$ cat config.mk
export PLATFORM = sky130hd
export DESIGN_NAME = i2s_serializer
export DESIGN_NICKNAME = d
export VERILOG_FILES = /design/src/rtl/i2s_serializer.sv
export SDC_FILE = /design/constraint.sdc
export NUM_CORES = 1
export LEC_CHECK = 0
export ABC_AREA = 1
export CAP_MARGIN = 10
export CORE_ASPECT_RATIO = 1.75
export CORE_MARGIN = 5
export CORE_UTILIZATION = 55
export CTS_CLUSTER_DIAMETER = 60
export DETAILED_ROUTE_END_ITERATION = 10
export PLACE_DENSITY = 0.79
export SYNTH_ARGS = -nofsm -noshare
export SYNTH_HDL_FRONTEND = slang
export SYNTH_SLANG_ARGS = --single-unit
$ cat constraint.sdc
create_clock -name clock_in -period 2.7 [get_ports clock_in]
set_input_delay 0.27 -clock clock_in [delete_from_list [all_inputs] [get_ports clock_in]]
set_output_delay 0.27 -clock clock_in [all_outputs]
set_load 0.01 [all_outputs]
$ cat src/rtl/i2s_serializer.sv
// I2S transmitter: oversamples the divider's bit clock on clock_in and shifts out
// stereo PCM pairs taken from a one-entry valid/ready holding buffer.
module i2s_serializer #(
  parameter int SAMPLE_WIDTH = 16,
  parameter int SLOT_WIDTH   = 16
) (
  input  logic                    clock_in,
  input  logic                    reset_n,
  input  logic                    bclk_in,
  input  logic                    enable,
  input  logic [SAMPLE_WIDTH-1:0] sample_left,
  input  logic [SAMPLE_WIDTH-1:0] sample_right,
  input  logic                    sample_valid,
  output logic                    sample_ready,
  output logic                    bclk_out,
  output logic                    lrclk,
  output logic                    sdata,
  output logic                    underrun
);

  localparam int FRAME_BITS = 2 * SLOT_WIDTH;
  localparam int CW         = $clog2(FRAME_BITS);

  localparam logic [CW-1:0] LAST_BIT = CW'(FRAME_BITS - 1);
  localparam logic [CW-1:0] LR_LO    = CW'(SLOT_WIDTH - 1);
  localparam logic [CW-1:0] LR_HI    = CW'(FRAME_BITS - 2);
  localparam logic [CW-1:0] L_HI     = CW'(SAMPLE_WIDTH - 1);
  localparam logic [CW-1:0] R_LO     = CW'(SLOT_WIDTH);
  localparam logic [CW-1:0] R_HI     = CW'(SLOT_WIDTH + SAMPLE_WIDTH - 1);

  logic                    s1, s2, s3;
  logic                    fall_evt;
  logic [CW-1:0]           bit_cnt;
  logic [CW-1:0]           n_next;
  logic [SAMPLE_WIDTH-1:0] left_sr, right_sr;
  logic [SAMPLE_WIDTH-1:0] hold_left, hold_right;
  logic                    hold_full;
  logic                    accept;
  logic                    frame_start;
  logic                    load;

  assign fall_evt     = s3 & ~s2;
  assign n_next       = (bit_cnt == LAST_BIT) ? '0 : bit_cnt + CW'(1);
  assign frame_start  = enable & fall_evt & (n_next == '0);
  assign load         = frame_start & hold_full;
  assign accept       = sample_valid & ~hold_full;
  assign sample_ready = ~hold_full;
  assign bclk_out     = s3;

  // NOTE: sequential state uses <= so every flop samples pre-edge values; blocking here would collapse the sync chain.
  always_ff @(posedge clock_in or negedge reset_n) begin
    if (!reset_n) begin
      s1 <= 1'b0;
      s2 <= 1'b0;
      s3 <= 1'b0;
    end else begin
      s1 <= bclk_in;
      s2 <= s1;
      s3 <= s2;
    end
  end

  // A frame start drains the buffer; it can only load when full, so it never races an accept.
  always_ff @(posedge clock_in or negedge reset_n) begin
    if (!reset_n)    hold_full <= 1'b0;
    else if (load)   hold_full <= 1'b0;
    else if (accept) hold_full <= 1'b1;
  end

  // NOTE: data-only storage is left without reset; hold_full says whether it is meaningful.
  always_ff @(posedge clock_in) begin
    if (accept) begin
      hold_left  <= sample_left;
      hold_right <= sample_right;
    end
  end

  always_ff @(posedge clock_in or negedge reset_n) begin
    if (!reset_n) begin
      bit_cnt  <= LAST_BIT;
      left_sr  <= '0;
      right_sr <= '0;
      lrclk    <= 1'b0;
      sdata    <= 1'b0;
      underrun <= 1'b0;
    end else begin
      underrun <= 1'b0;
      if (!enable) begin
        // Parking at the last bit makes the first fall after re-enable a frame start.
        bit_cnt  <= LAST_BIT;
        left_sr  <= '0;
        right_sr <= '0;
        lrclk    <= 1'b0;
        sdata    <= 1'b0;
      end else if (fall_evt) begin
        bit_cnt <= n_next;
        lrclk   <= (n_next >= LR_LO) && (n_next <= LR_HI);
        if (n_next == '0) begin
          if (hold_full) begin
            sdata    <= hold_left[SAMPLE_WIDTH-1];
            left_sr  <= hold_left << 1;
            right_sr <= hold_right;
          end else begin
            sdata    <= 1'b0;
            left_sr  <= '0;
            right_sr <= '0;
            underrun <= 1'b1;
          end
        end else if (n_next <= L_HI) begin
          sdata   <= left_sr[SAMPLE_WIDTH-1];
          left_sr <= left_sr << 1;
        end else if ((n_next >= R_LO) && (n_next <= R_HI)) begin
          sdata    <= right_sr[SAMPLE_WIDTH-1];
          right_sr <= right_sr << 1;
        end else begin
          sdata <= 1'b0;
        end
      end
    end
  end

endmodule

==> impl_metrics.json <==
{
  "cp.arrival_ps": 2670,
  "drt-initial-drc-count": 159,
  "drv_cap": 0,
  "hpwlAfterDp_um": 4168,
  "crit_path_max_fanout": 23,
  "seq_area_um2": 2043,
  "peakVddDrop_uv": 492.8,
  "yosysTopAreaCell": "edfxtp_1",
  "worst_pin_slew_ps": 931.9,
  "avgSynthCellArea_um2": 9.543,
  "synth_area_um2": 3349,
  "cts-root-buf": "clkbuf_8",
  "switching_share_pct": 32.32,
  "dpl.cell_count": 458,
  "final.setup_skew_ps": 11.55,
  "run_status": "finished, final reports clean",
  "crit_required_ps": 2930,
  "rows": 37,
  "die_x_um": 68.99,
  "power.leakage_uw": 0.001802,
  "track_usage_pct": 17.75,
  "finalSetupTns_ps": 0,
  "h-tree-depth": 3,
  "grt_max_degree": 44,
  "ys_seq_area_share_pct": 61.00,
  "final_common_cell": "nand2_1",
  "ctsLongestPathBuffers": 2,
  "crit_type": "reg2reg",
  "max_freq_ghz": 0.4094,
  "vias": 2490,
  "fin_nets": 431,
  "postCtsResizedCells": 0,
  "insertion_delay_ps": 340,
  "drc": 0,
  "hold_class": "in2async",
  "start_util_pct": 56.52,
  "syn_inst": 351,
  "core_um2": 5926,
  "synth_nets": 390,
  "cp-end-kind": "register",
  "grt_pass1_wl_um": 10380,
  "cts_sinks": 75,
  "synth_cell_types": 27,
  "cts.clk_slew.worst_paths_ps": 70,
  "first_global_vias": 2429,
  "multi_input_area_um2": 1095,
  "vias_per_cell": 5.242,
  "rsz0062_at_grt": "no",
  "ant_nets": 0,
  "gp_congestion": 0.8556,
  "ys_seq_elements": 75,
  "dieHeight_um": 113.2,
  "relSlewSlack_pct": 37.87,
  "globalRouteOverflowTotal": 0,
  "port_buffers": 41,
  "ioPinCount": 42,
  "final_cell_mix": "nand2_1 (131), clkdlybuf4s50_1 (40), dfrtp_1 (38)",
  "die_area_um2": 7812,
  "numCtsBuffers": 9,
  "finalCritPeriodShare_pct": 90.47,
  "pwr-share-clk_pct": 25.3,
  "power_density_nw_per_um2": 798.7,
  "power_frac_comb_pct": 26.9,
  "antenna_cells": 0,
  "period_minus_slack_ps": 2443,
  "internal-power_uw": 2162,
  "synth.top_cell.area_share_pct": 28.69,
  "yosys-top-cells-area": "edfxtp_1 (29%), dfrtp_1 (28%), nand2_1 (15%)",
  "setup_viol": 0,
  "finish.utilization_pct": 67.50,
  "firstDrtPassIters": 4,
  "total_power_uw": 3195,
  "area_growth_pct": 19.42,
  "p_sw_uw": 1032,
  "cts_tree": "done",
  "drv_slew": 0,
  "wl_per_cell_um": 13.14,
  "wl_um": 6242,
  "start_kind": "register",
  "antenna_found_initial": 0,
  "p_seq_share_pct": 47.8,
  "drive_above_1_share_pct": 11.84,
  "fillers": 514,
  "hold_viol": 0,
  "ys_warn_count": 0,
  "stdcell_count": 475
}
-- state kept, by name, summed over array words and instances, names as in the netlist --
register and flops:
left_sr 15, underrun 1, lrclk 1, s2 1, hold_right 16, sdata 1, bclk_out 1, hold_left 16
bit_cnt 5, right_sr 16, hold_full 1, s1 1
-- critical path, stage by stage, from the launching register on --
cell     delay (ps)
dfstp_2         570
ha_1            170
nand2_1          80
nor2_1           90
ha_1            310
inv_1            90
nand3_1         120
nor2_4          130
nand2_4         170
nand2_2         290
nand2_1         110
nand3_1         110
nand2_1          60
-- kinds of logic after synthesis --
family / after synthesis / share of synthesized area [%]
multiplexers: 1 / 0.2989
flip-flops: 75 / 61.00
adder cells (fa/ha/maj): 2 / 0.7470
AND/OR/NAND/NOR: 188 / 25.14
AO/OA/AOI/OAI: 38 / 6.500
buffers and inverters: 47 / 6.313
-- Yosys cell counts --
cell and count:
nor2_2 2, clkbuf_1 3, buf_2 7, dfstp_2 5, dfrtp_1 38, nor2_4 1
nor3_1 1, buf_4 3, nand4_1 3, edfxtp_1 32, a21oi_4 2, nand3_1 27
mux2i_1 1, a22oi_1 2, nand2_2 2, o21ai_1 15, o21ai_0 2, nand3_2 11
inv_1 27, buf_1 1, buf_6 2, ha_1 2, nand2_4 1, inv_2 4
nand2_1 131, nor2_1 9, a21oi_1 17
-- path summary, 6_finish.rpt --
path | to | cells past startpoint | slack (ps) | startpoint
worst max-delay path | right_sr[1] | 12 | 260 | bit_cnt[0]
worst min-delay path | left_sr[8] | 1 | 60 | reset_n
worst max register to register | right_sr[1] | 12 | 260 | bit_cnt[0]
worst min register to register | s2 | 0 | 370 | s1
max in group asynchronous | right_sr[9] | 1 | 2040 | reset_n
min in group clock_in | s2 | 0 | 370 | s1
-- per-stage QoR --
step                      hold WS (ps)  cell area, µm²  setup slack (ps)
after floorplan                 -25.59            3349             652.6
after global placement           343.9            3787             285.0
after detailed placement         352.4            3787             148.3
after CTS                        82.57            3980             122.0
after global routing             143.2            4000             85.69
final                            63.40            4000             257.4
-- per-layer routing --
metal	track usage [%]	up-vias	routed length (µm)
met5	0	-	0
met4	9.505	0	165
met3	4.270	16	344
met2	29.66	74	3244
met1	20.17	1180	2487
li1	-	1220	-
-- area by class of cell --
cell class / count / area share, %
Tap cell: 78 / 2.440
Multi-Input combinational cell: 229 / 27.37
Timing Repair Buffer: 46 / 11.39
Sequential cell: 75 / 51.08
Clock inverter: 1 / 0.1251
Inverter: 31 / 2.909
Clock buffer: 15 / 4.692
-- power by group through the flow --
stage	Clock (µW)	Sequential, µW	Combinational (µW)
after CTS	837	1530	853
after detailed placement	0	1550	847
final	810	1530	858
after global placement	0	1540	821
after floorplan	0	1490	690
after global routing	889	1550	978
-- what timing repair did --
| action | 4_1_cts | 5_1_grt |
|---|---|---|
| hold buffers | 0 | 0 |
| buffers inserted | 0 | 1 |
| setup endpoints to repair | 0 | 4 |
Note: power is estimated with default switching activity, not from simulation.
